===== src/rtl/prince_sbox_cf_compress.sv =====
// Masked PRINCE S-box stage after the CF array: register raw CF bits, then XOR-compress
// each group of three into one output share, with a two-deep valid/ready pipeline.
module prince_sbox_cf_compress #(
    parameter int unsigned NCOORD = 3
) (
    input  logic                  clk,
    input  logic                  rst,
    input  logic                  flush,
    input  logic                  in_valid,
    output logic                  in_ready,
    input  logic [9*NCOORD-1:0]   cf_in,
    output logic                  out_valid,
    input  logic                  out_ready,
    output logic [3*NCOORD-1:0]   share_out
);

    logic [9*NCOORD-1:0] r1;
    logic [3*NCOORD-1:0] r2;
    logic [3*NCOORD-1:0] comp;
    logic                v1;
    logic                v2;
    logic                s1_adv;
    logic                accept;
    logic                load2;

    // Compression reads only the registered CF bits so no XOR ever sees raw CF glitches.
    for (genvar g = 0; g < NCOORD; g++) begin : g_coord
        for (genvar j = 0; j < 3; j++) begin : g_share
            assign comp[3*g+j] = ^r1[9*g+3*j +: 3];
        end
    end

    always_comb begin
        s1_adv   = !v2 || out_ready;
        in_ready = !flush && (!v1 || s1_adv);
        accept   = in_valid && in_ready;
        load2    = v1 && s1_adv;
    end

    // Data registers load only on a real transfer; bubbles keep old data to avoid extra share toggles.
    always_ff @(posedge clk) begin
        if (rst) begin
            v1 <= 1'b0;
            v2 <= 1'b0;
            r1 <= '0;
            r2 <= '0;
        end else if (flush) begin
            v1 <= 1'b0;
            v2 <= 1'b0;
        end else begin
            if (accept) r1 <= cf_in;
            if (load2)  r2 <= comp;

            if (accept)     v1 <= 1'b1;
            else if (load2) v1 <= 1'b0;

            if (load2)          v2 <= 1'b1;
            else if (out_ready) v2 <= 1'b0;
        end
    end

    assign share_out = r2;
    assign out_valid = v2;

endmodule


===== config.mk =====
export PLATFORM = sky130hd
export DESIGN_NAME = prince_sbox_cf_compress
export DESIGN_NICKNAME = d
export VERILOG_FILES = /design/src/rtl/prince_sbox_cf_compress.sv
export SDC_FILE = /design/constraint.sdc
export NUM_CORES = 1
export LEC_CHECK = 0
export CORE_MARGIN = 2
export CORE_UTILIZATION = 52
export CTS_CLUSTER_DIAMETER = 200
export DETAILED_ROUTE_END_ITERATION = 12
export GPL_TIMING_DRIVEN = 0
export PLACE_DENSITY = 0.83
export SKIP_CTS_REPAIR_TIMING = 1
export SLEW_MARGIN = 25
export SYNTH_ARGS = -nofsm -noshare
export SYNTH_HDL_FRONTEND = slang
export SYNTH_SLANG_ARGS = --single-unit

===== constraint.sdc =====
create_clock -name clk -period 3.7 [get_ports clk]
set_clock_uncertainty 0.2 [all_clocks]
set_input_delay 1.11 -clock clk [delete_from_list [all_inputs] [get_ports clk]]
set_output_delay 1.11 -clock clk [all_outputs]
set_load 0.03 [all_outputs]

# --- Yosys cells after proc, flatten, opt, wreduce, memory -nomap -nowiden ---
# Cells that the tools add are included.
totals:
  regBits: 38
  inputBits: 32
  out_inout_bits: 11
  word_cells: 31
classes:
  muxes: 4
  bitwise: 1
  reduce_logical: 22
ops:
  columns: ["cell", "n"]
  rows:
  - ["XOR reduction 3 bit", 9]
  - ["2-to-1 mux 1 bit", 4]
  - ["AND reduction 2 bit", 2]
  - ["nonzero test 2 bit", 2]
  - ["logical AND 1 bit", 3]
  - ["logical NOT 1 bit", 3]
  - ["logical OR 1 bit", 2]
  - ["OR reduction 2 bit", 1]
  - ["NOT 1 bit", 1]

# --- Depth between registers and ports, before layout ---
depth:
  depth_word: 6
  ltp_mapped: 5

# --- Worst setup path before layout ---
# OpenSTA, ideal clock, no wires.
synth_path:
  path_kind: "in2out"
  startpoint: "in out_ready"
  endpoint: "out in_ready"
  t_arrival_ns: 1.706
  required_time_ns: 2.390
  setup_slack_ns: 0.684
  cell_stages: 2
  n_path_buf: 0
  path_cell_list: "and3b_4 > nor2_1"
synth_between:
  elab_chain_len: 3
synth_lines:
  columns: ["item", "line_no", "source"]
  rows:
  - ["start, declared", "13", "input logic out_ready,"]
  - ["logical OR 1 bit", "34", "s1_adv = !v2 || out_ready;"]
  - ["logical OR 1 bit", "35", "in_ready = !flush && (!v1 || s1_adv);"]
  - ["logical AND 1 bit", "35", null]
  - ["end, declared", "10", "output logic in_ready,"]
# No other way between the ends.

# --- Worst setup path after layout ---
# Ends and elaborated chain as after synthesis.

==> results <==
-- registers in the layout (all words and copies together) (netlist names) --
signal / cells
v1: 1
share_out: 9
r1: 27
out_valid: 1
-- per-stage QoR --
stage | cell area, sq um | TNS, ns | hold WS (ns) | power, mW
final | 2303 | 0 | 0.2864 | 0.7920
after global routing | 2303 | 0 | 0.3079 | 0.8335
after CTS | 2301 | -0.1670 | 0.2921 | 0.8023
after detailed placement | 2241 | -0.1587 | 0.2647 | 0.5800
after global placement | 2241 | -0.1419 | 0.2616 | 0.5743
after floorplan | 1763 | 0 | 0.2611 | 0.5257
-- layer usage --
layer	share of wire	vias to the layer above	track usage	routed length (microns)
met5	0	-	0	0
met4	0.015	0	0.06667	49
met3	0.055	6	0.06159	184
met2	0.51	30	0.3465	1707
met1	0.42	594	0.2184	1386
li1	-	643	-	-
-- report_power, final --
part,internal [mW],switching (mW)
combinational,0.0811,0.0492
sequential,0.427,0.0120
clock,0.0921,0.131
-- tightest hold or removal path: stages (launching register included) --
cell,delay [ns]
dfxtp_1,0.33
nand2b_1,0.06
mux2i_1,0.05
-- Yosys cell counts --
cell type	n	share of area
o21a_1	1	0.0043
nor3b_2	1	0.0071
buf_12	2	0.023
nor2_1	2	0.0043
a21boi_0	1	0.0043
inv_1	2	0.0043
clkbuf_1	7	0.015
xnor2_1	18	0.089
and3_1	1	0.0036
mux2i_1	27	0.15
a22o_1	9	0.045
buf_6	1	0.0064
dfxtp_1	38	0.43
a31oi_2	1	0.0071
and3b_4	1	0.0071
nand2b_1	55	0.20
-- cell usage in the layout, fill, tap and decap left out --
cell / count
nor2_1: 2
buf_12: 2
a21boi_0: 1
clkdlybuf4s50_1: 41
nor3b_2: 1
clkbuf_1: 8
inv_1: 2
clkbuf_4: 5
dfxtp_1: 38
o21a_1: 1
and3b_4: 1
a31oi_2: 1
and3_1: 1
clkbuf_8: 1
buf_6: 1
clkinv_2: 1
a22o_1: 9
xnor2_1: 18
mux2i_1: 27
nand2b_1: 55
dlymetal6s2s_1: 1
-- cell families after synthesis --
logic type      synth area share
simple gates              0.2172
xor+xnor                 0.08942
mux                       0.1533
compound gates           0.06033
flops                     0.4315
buf+inv                  0.04827
-- cell type report --
type                            instances  area (sq um)  area share
Tap cell                               46         57.56     0.02499
Sequential cell                        38         760.7      0.3303
Clock inverter                          1         5.005    0.002173
Buffer                                 10         77.57     0.03368
Inverter                                2         7.507    0.003259
Timing Repair Buffer                   42         422.9      0.1836
Clock buffer                            7         55.05     0.02390
Multi-Input combinational cell        117         917.1      0.3982
-- worst min path at each step --
stage | end | cells after the start
2_1_floorplan | r1[0]$_SDFFE_PP0P_ | 2
3_3_place_gp | share_out[0]$_SDFFE_PP0P_ | 1
3_5_place_dp | share_out[6]$_SDFFE_PP0P_ | 1
4_1_cts | r1[18]$_SDFFE_PP0P_ | 2
5_1_grt | share_out[6]$_SDFFE_PP0P_ | 1
6_report | r1[18]$_SDFFE_PP0P_ | 2
==> key figures <==
Run status
  • Status: finished clean

Worst setup path
  • Worst reg-to-reg setup slack: 2.13 ns
  • CP Launch Type: input port
  • WS Path Type: input port to primary output
  • Worst r2r dst: r1[24]$_SDFFE_PP0P_
  • End point of the critical path: in_ready
  • Slowest cell on the critical path: clkdlybuf4s50_1
  • Worst-path cell chain: clkdlybuf4s50_1, and3b_4, nor2_1, dlymetal6s2s_1
  • Critical Path Sink Type: primary output
  • Maximum fanout along the worst path: 3
  • Slowest stage delay, CP: between 0.4 and 0.5 ns
  • RR Startpoint: v1$_SDFFE_PP0P_
  • Worst EP required: 2.39 ns
  • CP bufs+invs: 2
  • Crit. Startpoint: out_ready
  • Worst path depth: 4
  • R2r worst-path depth: 5
  • Critical path's top delay family: buffers and inverters
  • Crit path arrival time: 2.20 ns

GRT
  • Number of global-route vias before repair: 1324
  • Total global-route track usage: 0.1942
  • Total gr overflow: 0
  • Global-route wire length before repair: 5927 microns
  • Largest net degree at the start of global routing: 12
  • Antenna violations before repair: 0

Logic synthesis
  • Ys Warns: 0
  • Syn nets: 199
  • Post-Syn Area per Cell: 10.56 sq um
  • Yosys cell types: 16
  • Yosys reg bits: 38
  • Syn Std Cell Area: 1763 sq um
  • Sequential fraction of the synthesis area: 0.4315
  • Synth Instances: 167

Route
  • # DRC: 0
  • Drt pass-1 iters: 4
  • Routed length per instance: 12.65 microns
  • ANT nets after route: 0
  • WL final: 3327 microns
  • DR iter-0 viols: 29
  • Vias: around 1300
  • Vias per Instance: 4.840

STA
  • Worst Tran Pin Value: 0.6107 ns
  • Max Freq: 285.0 MHz
  • Hold Vio Cnt, Final: 0
  • Part of the cycle the worst path needs: 0.9482
  • Unrepaired setup endpoints after global routing: false
  • Min Tclk post-route: 3.508 ns
  • Final setup margin: about 0.19 ns
  • Worst relative slew slack: 0.5916
  • Setup violators final: 0
  • Fin. max-slew vios: 0

Clock tree
  • Root Buffer: clkbuf_4
  • Later-pin clock latency in the skew report: approximately 0.34 ns
  • Clk buf depth: 2
  • TritonCTS clock tree: done
  • Num CTS Buffers: 5
  • Sink Count: 38
  • Clock transition at path regs: approximately 0.1 ns
  • Number of H-tree levels: 2

Placement
  • IO Port Bufs: 42
  • Post-DP HPWL: 2472 microns
  • Placer Congestion: just over 0.7
  • Setup slack at placement: -0.1587 ns
  • Post-Place Cells: around 260

Hold path
  • HP Start: r1[18]$_SDFFE_PP0P_
  • Worst hold path type: register to register

Power and ir drop
  • Leak: 0.8399 nW
  • Power per cell area: ~340 nW/um^2
  • Worst IR drop on VDD: 0.2913 mV

Cells and area
  • Fill count: 259
  • Finished Layout Cells: between 200 and 300
  • Area growth from synthesis to layout: 30.66%
  • Layout cells sized above 1: 0.05991
  • Final Util: 0.7013
  • Final layout net count: approximately 250
  • Antenna Cells: 0

Floorplanning
  • Total die area: approximately 3900 sq um
  • Core ar.: 3284 sq um
  • IO Count: 43
  • Num rows: 21
  • Initial Util: 0.5368
  • Die width: 62.23 microns
  • Chip height: 62.23 microns

Flow run
  • Max-cap violations: 0
(Power assumes the default switching activity.)
==> variant: new RTL, same settings <==
Change the parameter `NCOORD` from 3 to 6.
--- a/src/rtl/prince_sbox_cf_compress.sv
+++ b/src/rtl/prince_sbox_cf_compress.sv
@@ -2,5 +2,5 @@
 // each group of three into one output share, with a two-deep valid/ready pipeline.
 module prince_sbox_cf_compress #(
-    parameter int unsigned NCOORD = 3
+    parameter int unsigned NCOORD = 6
 ) (
     input  logic                  clk,
Interface: changed (resized cf_in and share_out); port bits go from 43 to 79. The function was not compared with the original's and may differ.
==> variant against the original RTL <==
- setup slack got worse by 0.057 ns
- total power increased by 100%
- wire length increased by 95%
- maximum frequency decreased by 1.6%
- cell area increased by 93%
- clock power increased by 130%
- sequential cell count increased by 36
- area after synthesis increased by 95%
- largest cell class unchanged
==> variant: results (changes against the original RTL) <==
stage;metric;value;unit;change
outcome;outcome;finished, final reports clean;;
placement;worst slack, placed;-0.261;ns;-0.102 ns
grt;largest net degree at the start of global routing;12;;unchanged
grt;vias in the first global route;2440;;+84%
pwr;Leak Pwr;1.69;nW;+100%
synth;synth unique cells;20;;+4
grt;Global Route Usage Sum;19.4;%;-0.056 points
synth;Synth top cells by count;nand2b_1, dfxtp_1, mux2i_1;;
placement;Placer Congestion;0.729;;+0.16%
min_path;Worst Hold Class;reg -> reg;;
timing;Max-slew headroom;63.3;%;+4.1 points
timing;Tcrit/Tclk final;96.4;%;+1.6 points
synth;synth warn;0;;unchanged
clocking;CTS max path bufs;2;;unchanged
placement;hpwl dp;4710;microns;+91%
route;post-route ant nets;0;;unchanged
clocking;CTS root buffer;clkbuf_8;;
critical_path;R2R Path Start;out_valid;;
route;initial drt markers;33;;+14%
pwr;peak supply drop;231;uV;-21%
cells_and_area;Largest register FFs;54;;+100%
cells_and_area;final net count;468;;+89%
critical_path;R2R Path End;share_out[14];;
clocking;deepest level of the CTS H-tree;3;;+1
critical_path;r2r setup slk;2.01;ns;-0.12 ns
synth;Synth Net Count;380;;+91%
critical_path;Worst Path Required;2.39;ns;about the same
route;vias;2403;;+89%
synth;Seq/Total Area, Yosys;43.2;%;about the same
synth;Synth area leaders;dfxtp_1, nand2b_1, mux2i_1;;
cells_and_area;Fillers;513;;+98%
clocking;Num CTS Buffers;9;;+4
route;routed wire length;6490;microns;+95%
cells_and_area;layout cell share with drive strength beyond 1;6.54;%;+0.55 points
placement;IO buf count;77;;+83%
grt;global-route wire length before repair;11000;microns;+86%
clocking;Reg clk slew, reported paths;0.07;ns;-0.03 ns
critical_path;Worst Reg-to-Reg Cells;4;;-1
variant: changes by cell type in the layout (fill, tap and decap cells not counted), moves of 5 or more:
cell	change
mux2i_1	+27
xor2_1	+18
clkbuf_4	-5
clkbuf_8	+8
nand2b_1	+53
clkdlybuf4s50_1	+35
clkbuf_1	+5
dfxtp_1	+36
a22o_1	-9
o2bb2ai_1	+18
variant: cell type report:
| class | count | area, sq um | share of cell area, % |
|---|---|---|---|
| multi-input combinational | 225 | 1770 | 39.8 |
| sequential | 74 | 1480 | 33.3 |
| timing repair buffer | 77 | 773 | 17.4 |
| buffer | 20 | 170 | 3.82 |
| clock buffer | 11 | 131 | 2.95 |
| tap | 77 | 96.3 | 2.16 |
| clock inverter | 4 | 20.0 | 0.450 |
| inverter | 2 | 7.51 | 0.169 |
variant: logic make-up (layout without fill, tap and decap cells):
logic type	count (synthesis)	count (layout)	synth area share [%]
buffers and inverters	22	114	5.18
flip-flops	74	74	43.2
XOR/XNOR	36	36	9.19
multiplexers	54	54	15.7
AND/OR/NAND/NOR	114	114	21.3
AO/OA/AOI/OAI	21	21	5.40
variant: how the worst min path moves through the flow:
stage,start,endpoint,slack [ns],cells after the start
2_1_floorplan,r1[13],r1[13],0.26,2
3_3_place_gp,share_out[0],share_out[0],0.24,1
3_5_place_dp,share_out[12],share_out[12],0.25,1
4_1_cts,share_out[12],share_out[12],0.27,1
5_1_grt,share_out[3],share_out[3],0.28,1
6_report,share_out[12],share_out[12],0.26,1
variant: report_power, final:
group	leakage [nW]	internal, mW	switching, mW
sequential	0.604	0.831	0.0230
combinational	1.01	0.152	0.0953
clock	0.0827	0.235	0.274
variant: worst max-delay path, stage by stage:
cell and delay, ns:
clkdlybuf4s50_1 0.48, and3b_4 0.22, nor2_1 0.12, dlymetal6s2s_1 0.32
variant: per-layer routing:
| metal | routed length (microns) | share of wire [%] | vias up | global-route usage [%] |
|---|---|---|---|---|
| met5 | 0 | 0 | - | 0 |
| met4 | 128 | 2.0 | 0 | 8.23 |
| met3 | 378 | 5.8 | 13 | 4.47 |
| met2 | 2960 | 46 | 61 | 32.0 |
| met1 | 3030 | 47 | 1096 | 24.2 |
| li1 | - | - | 1233 | - |
variant: metrics by stage:
stage               cell area (sq um)  cells
detailed placement               4300    475
floorplan                        3430    321
CTS                              4450    490
global route                     4450    490
finish                           4450    490
global placement                 4300    475
